**config.mk**
```make
export PLATFORM = sky130hd
export DESIGN_NAME = mips_multicycle
export DESIGN_NICKNAME = d
export VERILOG_FILES = /design/src/rtl/mips_multicycle.sv
export SDC_FILE = /design/constraint.sdc
export NUM_CORES = 2
export LEC_CHECK = 0
export CAP_MARGIN = 30
export CORE_UTILIZATION = 55
export DETAILED_ROUTE_END_ITERATION = 8
export GPL_TIMING_DRIVEN = 0
export PLACE_DENSITY_LB_ADDON = 0.1
export SYNTH_ARGS = -nofsm -noshare
export SYNTH_HDL_FRONTEND = slang
export SYNTH_SLANG_ARGS = --single-unit
```
**constraint.sdc**
```tcl
create_clock -name clock -period 7.15 [get_ports clock]
set_input_delay 1.43 -clock clock [delete_from_list [all_inputs] [get_ports clock]]
set_output_delay 1.43 -clock clock [all_outputs]
set_load 0.005 [all_outputs]
```
**src/rtl/mips_multicycle.sv**
```systemverilog
// Multicycle MIPS-subset core: one shared ALU, one unified memory port with req/ready handshake.
// Define MIPS_MC_PERF_EN to add the cyc_cnt/instret counters. ADDR_W is assumed to be <= 32.
module mips_multicycle #(
  parameter int unsigned       ADDR_W   = 32,
  parameter logic [ADDR_W-1:0] RESET_PC = '0,
  parameter int unsigned       NREGS    = 32
) (
  input  logic              clock,
  input  logic              Reset,
  output logic              mem_req,
  output logic              mem_we,
  output logic [ADDR_W-1:0] mem_addr,
  output logic [31:0]       mem_wdata,
  input  logic [31:0]       mem_rdata,
  input  logic              mem_ready,
  output logic [ADDR_W-1:0] pc_out,
  output logic              err
`ifdef MIPS_MC_PERF_EN
  ,
  output logic [31:0]       cyc_cnt,
  output logic [31:0]       instret
`endif
);

  localparam int unsigned RW = $clog2(NREGS);

  localparam logic [5:0] OP_RTYPE = 6'h00;
  localparam logic [5:0] OP_J     = 6'h02;
  localparam logic [5:0] OP_BEQ   = 6'h04;
  localparam logic [5:0] OP_BNE   = 6'h05;
  localparam logic [5:0] OP_ADDI  = 6'h08;
  localparam logic [5:0] OP_LW    = 6'h23;
  localparam logic [5:0] OP_SW    = 6'h2B;

  localparam logic [5:0] F_SLL = 6'h00;
  localparam logic [5:0] F_ADD = 6'h20;
  localparam logic [5:0] F_SUB = 6'h22;
  localparam logic [5:0] F_AND = 6'h24;
  localparam logic [5:0] F_OR  = 6'h25;
  localparam logic [5:0] F_SLT = 6'h2A;

  typedef enum logic [2:0] {
    S_RST, S_FETCH, S_DECODE, S_EXEC, S_MEM, S_WB, S_ERR
  } state_t;

  typedef enum logic [2:0] {
    ALU_ADD, ALU_SUB, ALU_AND, ALU_OR, ALU_SLT, ALU_SLL
  } alu_op_t;

  state_t state_q, state_d;

  logic [ADDR_W-1:0] pc_q;
  logic [31:0]       ir_q;
  logic [31:0]       a_q;
  logic [31:0]       b_q;
  logic [31:0]       imm_q;
  logic [31:0]       alu_q;
  logic [31:0]       mdr_q;
  logic              err_q;
  logic [31:0]       regs_q [NREGS];

  logic [5:0]    opcode;
  logic [5:0]    funct;
  logic [4:0]    shamt;
  logic [RW-1:0] rs;
  logic [RW-1:0] rt;
  logic [RW-1:0] rd;
  logic [RW-1:0] wb_idx;
  logic [31:0]   wb_val;
  logic          legal;
  logic          is_branch;
  logic          is_ctrl;
  logic          br_taken;
  logic [31:0]   pc_ext;
  logic [ADDR_W-1:0] jump_tgt;

  alu_op_t     alu_op;
  logic [31:0] alu_a;
  logic [31:0] alu_b;
  logic [31:0] alu_res;

  assign opcode    = ir_q[31:26];
  assign funct     = ir_q[5:0];
  assign shamt     = ir_q[10:6];
  assign rs        = ir_q[21 +: RW];
  assign rt        = ir_q[16 +: RW];
  assign rd        = ir_q[11 +: RW];
  assign pc_ext    = 32'(pc_q);
  assign is_branch = (opcode == OP_BEQ) || (opcode == OP_BNE);
  assign is_ctrl   = is_branch || (opcode == OP_J);
  assign br_taken  = (opcode == OP_BEQ) ? (a_q == b_q) : (a_q != b_q);
  assign wb_idx    = (opcode == OP_RTYPE) ? rd : rt;
  assign wb_val    = (opcode == OP_LW) ? mdr_q : alu_q;

  if (ADDR_W > 28) begin : g_jump_wide
    assign jump_tgt = {pc_q[ADDR_W-1:28], ir_q[25:0], 2'b00};
  end else begin : g_jump_narrow
    logic [27:0] jump_low;
    assign jump_low = {ir_q[25:0], 2'b00};
    assign jump_tgt = jump_low[ADDR_W-1:0];
  end

  always_comb begin
    legal = 1'b0;
    case (opcode)
      OP_RTYPE: legal = funct inside {F_ADD, F_SUB, F_AND, F_OR, F_SLT, F_SLL};
      OP_ADDI, OP_LW, OP_SW, OP_BEQ, OP_BNE, OP_J: legal = 1'b1;
      default: legal = 1'b0;
    endcase
  end

  // The ALU also produces PC+4 in FETCH and the branch target in EXEC.
  always_comb begin
    alu_a  = a_q;
    alu_b  = b_q;
    alu_op = ALU_ADD;
    case (state_q)
      S_FETCH: begin
        alu_a = pc_ext;
        alu_b = 32'd4;
      end
      S_EXEC: begin
        case (opcode)
          OP_RTYPE: begin
            case (funct)
              F_SUB:   alu_op = ALU_SUB;
              F_AND:   alu_op = ALU_AND;
              F_OR:    alu_op = ALU_OR;
              F_SLT:   alu_op = ALU_SLT;
              F_SLL:   alu_op = ALU_SLL;
              default: alu_op = ALU_ADD;
            endcase
          end
          OP_ADDI, OP_LW, OP_SW: alu_b = imm_q;
          OP_BEQ, OP_BNE: begin
            alu_a = pc_ext;
            alu_b = {imm_q[29:0], 2'b00};
          end
          default: ;
        endcase
      end
      default: ;
    endcase
  end

  always_comb begin
    case (alu_op)
      ALU_ADD: alu_res = alu_a + alu_b;
      ALU_SUB: alu_res = alu_a - alu_b;
      ALU_AND: alu_res = alu_a & alu_b;
      ALU_OR:  alu_res = alu_a | alu_b;
      ALU_SLT: alu_res = {31'b0, $signed(alu_a) < $signed(alu_b)};
      ALU_SLL: alu_res = alu_b << shamt;
      default: alu_res = '0;
    endcase
  end

  always_ff @(posedge clock) begin
    if (Reset) begin
      state_q <= S_RST;
    end else begin
      state_q <= state_d;
    end
  end

  always_comb begin
    state_d = state_q;
    case (state_q)
      S_RST:    state_d = S_FETCH;
      S_FETCH:  if (mem_ready) state_d = S_DECODE;
      S_DECODE: state_d = legal ? S_EXEC : S_ERR;
      S_EXEC: begin
        if (is_ctrl) begin
          state_d = S_FETCH;
        end else if ((opcode == OP_LW) || (opcode == OP_SW)) begin
          state_d = (alu_res[1:0] != 2'b00) ? S_ERR : S_MEM;
        end else begin
          state_d = S_WB;
        end
      end
      S_MEM:    if (mem_ready) state_d = (opcode == OP_SW) ? S_FETCH : S_WB;
      S_WB:     state_d = S_FETCH;
      S_ERR:    state_d = S_ERR;
      default:  state_d = S_RST;
    endcase
  end

  always_comb begin
    mem_req   = 1'b0;
    mem_we    = 1'b0;
    mem_addr  = '0;
    mem_wdata = '0;
    case (state_q)
      S_FETCH: begin
        mem_req  = 1'b1;
        mem_addr = pc_q;
      end
      S_MEM: begin
        mem_req  = 1'b1;
        mem_we   = (opcode == OP_SW);
        mem_addr = alu_q[ADDR_W-1:0];
        if (opcode == OP_SW) mem_wdata = b_q;
      end
      default: ;
    endcase
  end

  always_ff @(posedge clock) begin
    if (Reset) begin
      pc_q  <= RESET_PC;
      ir_q  <= '0;
      a_q   <= '0;
      b_q   <= '0;
      imm_q <= '0;
      alu_q <= '0;
      mdr_q <= '0;
      err_q <= 1'b0;
      for (int unsigned i = 0; i < NREGS; i++) regs_q[i] <= '0;
    end else begin
      case (state_q)
        S_FETCH: begin
          if (mem_ready) begin
            ir_q <= mem_rdata;
            pc_q <= alu_res[ADDR_W-1:0];
          end
        end
        S_DECODE: begin
          a_q   <= regs_q[rs];
          b_q   <= regs_q[rt];
          imm_q <= {{16{ir_q[15]}}, ir_q[15:0]};
        end
        S_EXEC: begin
          alu_q <= alu_res;
          if (opcode == OP_J) begin
            pc_q <= jump_tgt;
          end else if (is_branch && br_taken) begin
            pc_q <= alu_res[ADDR_W-1:0];
          end
        end
        S_MEM: begin
          if (mem_ready && (opcode == OP_LW)) mdr_q <= mem_rdata;
        end
        S_WB: begin
          if (wb_idx != '0) regs_q[wb_idx] <= wb_val;
        end
        default: ;
      endcase
      if (state_d == S_ERR) err_q <= 1'b1;
    end
  end

  assign pc_out = pc_q;
  assign err    = err_q;

`ifdef MIPS_MC_PERF_EN
  logic [31:0] cyc_cnt_q;
  logic [31:0] instret_q;
  logic        retire;

  assign retire = (state_q == S_WB)
               || ((state_q == S_MEM) && mem_ready && (opcode == OP_SW))
               || ((state_q == S_EXEC) && is_ctrl);

  always_ff @(posedge clock) begin
    if (Reset) begin
      cyc_cnt_q <= '0;
      instret_q <= '0;
    end else begin
      if ((state_q != S_RST) && (state_q != S_ERR)) cyc_cnt_q <= cyc_cnt_q + 32'd1;
      if (retire) instret_q <= instret_q + 32'd1;
    end
  end

  assign cyc_cnt = cyc_cnt_q;
  assign instret = instret_q;
`endif

endmodule

```
**Yosys cells after proc, flatten, opt, wreduce, memory -nomap -nowiden**

Memory sizes are Yosys's and may differ from the RTL's. A register that Yosys moved wholly into a read port is not among the register bits.
Index checks and enable logic that the tools add are counted.
W data, S select, Z words.

- Input port bits: 35
- Memories: 1
- Output and inout port bits: 99
- Flip-flop bits (word level): 148
- Word-level logic and storage cells: 105
- Memory bits (writable): 1024

- Mux-type cells: 38
- Reductions and logical operators: 23
- Bitwise operators: 2
- Equal/unequal tests: 29
- Shift-type cells: 1
- Add/subtract/negate cells: 2
- Magnitude comparators: 1

Memories:

| name | depth | bits a word | rd ports | clocked after memory_dff | wr ports | RTL line | text |
|---|---|---|---|---|---|---|---|
| regs_q | 32 | 32 | 2 | 2 | 32 | 60 | `logic [31:0] regs_q [NREGS];` |

Operators with widths:

| operator | number |
|---|---|
| $pmux W32 S2 | 5 |
| $mux W32 | 8 |
| $pmux W32 S6 | 1 |
| $eq A6 B6 Y1 const B | 7 |
| $add A32 B32 Y32 | 1 |
| $and A32 B32 Y32 | 1 |
| $eq A32 B32 Y1 | 1 |
| $lt A32 B32 Y1 | 1 |
| $ne A32 B32 Y1 | 1 |
| $or A32 B32 Y32 | 1 |
| $reduce_or A32 Y1 | 1 |
| $shl A32 B5 Y32 | 1 |
| $sub A32 B32 Y32 | 1 |
| $mux W3 | 7 |
| $eq A3 B3 Y1 const B | 6 |
| $pmux W3 S6 | 1 |
| $pmux W3 S5 | 1 |
| $eq A3 B2 Y1 const B | 4 |
| $eq A6 B3 Y1 const B | 2 |
| $logic_not A6 Y1 | 2 |
| $mux W1 | 10 |
| $mux W5 | 2 |
| $eq A3 B1 Y1 const B | 2 |
| $eq A6 B2 Y1 const B | 1 |
| 17 further kinds | 28 |

**Depth between registers and ports, before layout**

- Depth after elaboration: 12
- Depth in mapped cells: 22
- Mapped depth without buffers: 18

**Worst setup path before layout**

OpenSTA, ideal clock, no wires.

- Path kind: register -> register
- Start: register ir_q[31]
- End: register alu_q[30]
- Cell stages (with the launch flop): 20
- Slack: 2.091 ns
- Data required time: 7.064 ns
- Arrival: 4.973 ns
- Setup time: 0.086 ns
- Path through: dfxtp_1 buf_6 nor4_4 nand2_2 clkbuf_1 a21oi_1 clkbuf_1 mux2_2 ha_1 clkbuf_1 nor2b_1 a2111oi_0 a211oi_1 o21ai_0 o21ai_1 a211o_1 a211oi_1 xor2_1 a21oi_1 a211oi_1

- Cells in the longest elaborated chain, start to end: 6

RTL lines:

| what | RTL line | text |
|---|---|---|
| start, declared | 53 | `logic [31:0] ir_q;` |
| start signal, assigned | 223 | `ir_q <= mem_rdata;` |
| $eq A6 B6 Y1, or another cell as far along | 123 | `case (opcode)` |
| $reduce_or A3 Y1 / $reduce_or A2 Y1 (equally long branches) | 123 |  |
| $pmux W32 S2 / $mux W32 (equally long branches) | 123 |  |
| $pmux W32 S2 | 117 | `case (state_q)` |
| $sub A32 B32 Y32, or another cell as far along | 149 | `ALU_SUB: alu_res = alu_a - alu_b;` |
| $pmux W32 S6 * | 147 | `case (alu_op)` |
| end signal, assigned | 233 | `alu_q <= alu_res;` |
| end, declared | 57 | `logic [31:0] alu_q;` |

Mark *: on every way between the ends. The rest lies on a longest branch, timed or not.
A chain may end at the register's enable or synchronous reset.

**Worst setup path after layout**

- Start: register ir_q[26]
- End: register err_q, in the netlist err

- Cells in the longest elaborated chain, start to end: 12

RTL lines:

| what | RTL line | text |
|---|---|---|
| $eq A6 B6 Y1, or another cell as far along | 105, 123, 175 |  |
| $reduce_or A3 Y1 / $reduce_or A2 Y1 (equally long branches) | 123 |  |
| $pmux W32 S2 / $mux W32 (equally long branches) | 123 |  |
| $pmux W32 S2 | 117 |  |
| $sub A32 B32 Y32, or another cell as far along | 149 |  |
| $pmux W32 S6 | 147 |  |
| $reduce_bool A2 Y1 | 176 | `state_d = (alu_res[1:0] != 2'b00) ? S_ERR : S_MEM;` |
| $mux W2 | 176 |  |
| $mux W2 | 175 | `end else if ((opcode == OP_LW) \|\| (opcode == OP_SW)) begin` |
| $mux W3 | 173 | `if (is_ctrl) begin` |
| $pmux W3 S6 * | 168 | `case (state_q)` |
| $eq A3 B3 Y1 * | 248 | `if (state_d == S_ERR) err_q <= 1'b1;` |
| end signal, assigned | 217 | `err_q <= 1'b0;` |
| end signal, assigned | 248 |  |
| end, declared | 59 | `logic err_q;` |

Marked as above.

==> results.toml <==
[run_status]
status = "finished, final reports clean"

[global_routing]
grt_max_degree = 33
antenna_found_initial = 6
grt_usage_pct = 43.2
gr-total-overflow = 0
grt_pass1_wl_um = 376000
grt_pass1_vias = 51100

[clock_tree]
clockBufferDepth = 3
cts_buffers = 118
clk-insertion-delay-late_ps = 760
cts-root-buf = "clkbuf_16"
clk_pin_slew_ps = 70
clock_sinks = 1236
cts_tree = "built"
cts_max_level = 3

[timing]
fmax_mhz = 140
finalCriticalPeriod_ps = 7150
drv_slew = 0
grt_setup_unrepaired = "no"
fin_crit_sh_pct = 100
skew_ps = 22.8
setup_viol = 0
tightest_slew_ps = 1170
finalHoldViolations = 0
tns_ps = 0
relSlewSlack_pct = 21.7

[routing]
ant_nets = 0
dr.pass1.iters = 7
drt_iter0_markers = 7301
routedWlPerCell_um = 35.7
routed_wl_um = 269000
vias = 52200
drcViolationCount = 0
post_drt_via_cell_ratio = 6.91

[flow_run]
cap_violations = 0

[critical_path]
cp-start-kind = "register"
crit_path_cell_trace = "and3_1 > buf_2 > o21ai_1 > a31o_2 > buf_2 > buf_1 > clkbuf_2 > nand2_1 > nand3_1 > ha_1 > clkbuf_1 > nor2_1 > nand2_1 > a211oi_2 > o21ai_1 > o21ai_1 > a211oi_2 > nor2_2 > o211ai_1 > a31oi_1 > o2bb2ai_1"
end_kind = "register"
cp_slowest_cell = "o21ai_1"
crit_buf_inv = 5
criticalPathCategory = "reg2reg"
crit_family = "compound AO/OA/AOI/OAI gates"
worst_ep_required_time_ps = 7770
crit_path_frequent_cell = "o21ai_1"
path_max_fanout = 10
cp_slowest_stage_delay_ps = 530
crit_arrival_ps = 7770

[synthesis]
synthSimpleGateAreaFrac_pct = 11.3
synth_top_cell_by_area = "edfxtp_1"
muxShareOfSynthArea_pct = 23.9
yosys-top-cells-area = "edfxtp_1, mux4_2, nor2_1"
yosysSeqAreaShare_pct = 51.4
netlist_area_um2 = 68100
synth_compound_area_share_pct = 7.30
ys.flop_type = "edfxtp_1"
netlist_instances = 5440
synthTopCellsByCount = "nor2_1, edfxtp_1, mux4_2, clkbuf_1, nand2_1"
yosys.cell_count.top_type = "nor2_1"
yosysWarnings = 0
netlist.area_leader.share_pct = 45.2
synth_area_per_cell_um2 = 12.5
synth_cell_type_count = 88
synthArstFlopShare_pct = 0
synth-edff-count = 1024
synthAdderAreaFrac_pct = 1.82
synth_top_family_by_area = "multiplexers"
yosys_register_bits = 1236
synth_xor_area_share_pct = 0.708

[pwr]
power_frac_seq_pct = 44.8
internal_power_mw = 13.1
swShare_pct = 29.6
p_sw_mw = 5.49
power_density_nw_per_um2 = 241
combPwrFrac_pct = 19.9
leakagePower_nw = 24.3
p_clk_share_pct = 35.4
peakVddDrop_uv = 220

[floorplan]
rows = 128
start_util_pct = 55.7
pin_count = 134
die_x_um = 354
die_h_um = 354
core_um2 = 122000
dieArea_um2 = 125000

[layout]
nets = 5948
area_growth_pct = 13.0
utilization_pct = 63.0
drive_above_1_share_pct = 17.9

[min_path]
min_path_type = "reg2reg"

[place]
dp.final_hpwl_um = 218000
io_buffers = 133
gp_congestion = 1.11
metrics by stage:
step                cell area, µm²  instances  power, mW  setup slack, ps  hold WS, ps
global route                 76900       7546       18.9             10.2          479
detailed placement           72700       7301       11.9             -494          449
floorplan                    68200       5471       10.4             2090          436
finish                       76900       7552       18.5             1.79          457
CTS                          76700       7527       18.3             58.4          457
global placement             71500       7229       11.8            -1450          441
flip-flops by register name (all words and copies together) (netlist names):
name,cells
ir_q,32
state_q,3
b_q,32
imm_q,16
pc_out,32
a_q,32
alu_q,32
regs_q,1024
mdr_q,32
err,1
cell usage in the layout, fill, tap and decap left out, drive strengths merged, types with 43 or more instances in the layout:
cell,n
nand2,371
nor3,64
mux2,47
mux2i,121
o21ai,74
mux4,645
edfxtp,1024
clkinv,43
ha,96
dfxtp,212
buf,173
clkdlybuf4s50,133
xnor2,46
clkbuf,605
inv,100
a21oi,197
nor2,1239
a211oi,128
area by class of cell:
type	count	area, µm²
inverter	97	364
clock buffer	153	3220
sequential	1236	35000
clock inverter	73	777
tap	1625	2030
antenna	6	15.0
fill	9408	45300
timing repair buffer	224	2580
buffer	534	2050
multi-input combinational	3604	30900
what timing repair did:
item,in CTS,in global routing
buffers inserted,0,2
endpoints found under the setup margin,8,8
resized for setup,6,5
hold buffers,0,0
pin swaps,0,1
power by group through the flow:
stage / Clock (mW) / Combinational (mW) / Sequential [mW]
after floorplan: 0 / 2.11 / 8.31
after global placement: 0 / 3.37 / 8.42
after detailed placement: 0 / 3.47 / 8.43
after CTS: 6.53 / 3.50 / 8.29
after global routing: 6.79 / 3.77 / 8.32
final: 6.56 / 3.68 / 8.30
path summary, 6_finish.rpt:
| check | start | end | slack, ps | cells past startpoint |
|---|---|---|---|---|
| setup / recovery | ir_q[26]$_SDFFE_PP0P_ | err$_SDFFE_PP0N_ | 2 | 21 |
| hold / removal | mdr_q[11]$_SDFFE_PP0P_ | mdr_q[11]$_SDFFE_PP0P_ | 460 | 2 |
| setup reg to reg | ir_q[26]$_SDFFE_PP0P_ | err$_SDFFE_PP0N_ | 2 | 21 |
| hold reg to reg | mdr_q[11]$_SDFFE_PP0P_ | mdr_q[11]$_SDFFE_PP0P_ | 460 | 2 |
cells by family after synthesis:
kind of cell | after synthesis
other | 1
adders and majority gates | 98
AOI/OAI and AO/OA | 727
DFF | 1236
xor gates and xnor gates | 55
buffers and inverters | 631
muxes | 813
and+or+nand+nor | 1879
routing by layer:
layer / track usage (%) / part of all wire, %
met5: 0 / 0.010
met4: 31.7 / 8.9
met3: 9.39 / 11
met2: 70.0 / 47
met1: 50.9 / 33
tightest hold or removal path: cells and delay by family, from the launching register on:
family	cells	cell delay, ps
AOI/OAI and AO/OA	1	50
and+or+nand+nor	1	50
DFF	1	310
(Power assumes the default switching activity.)
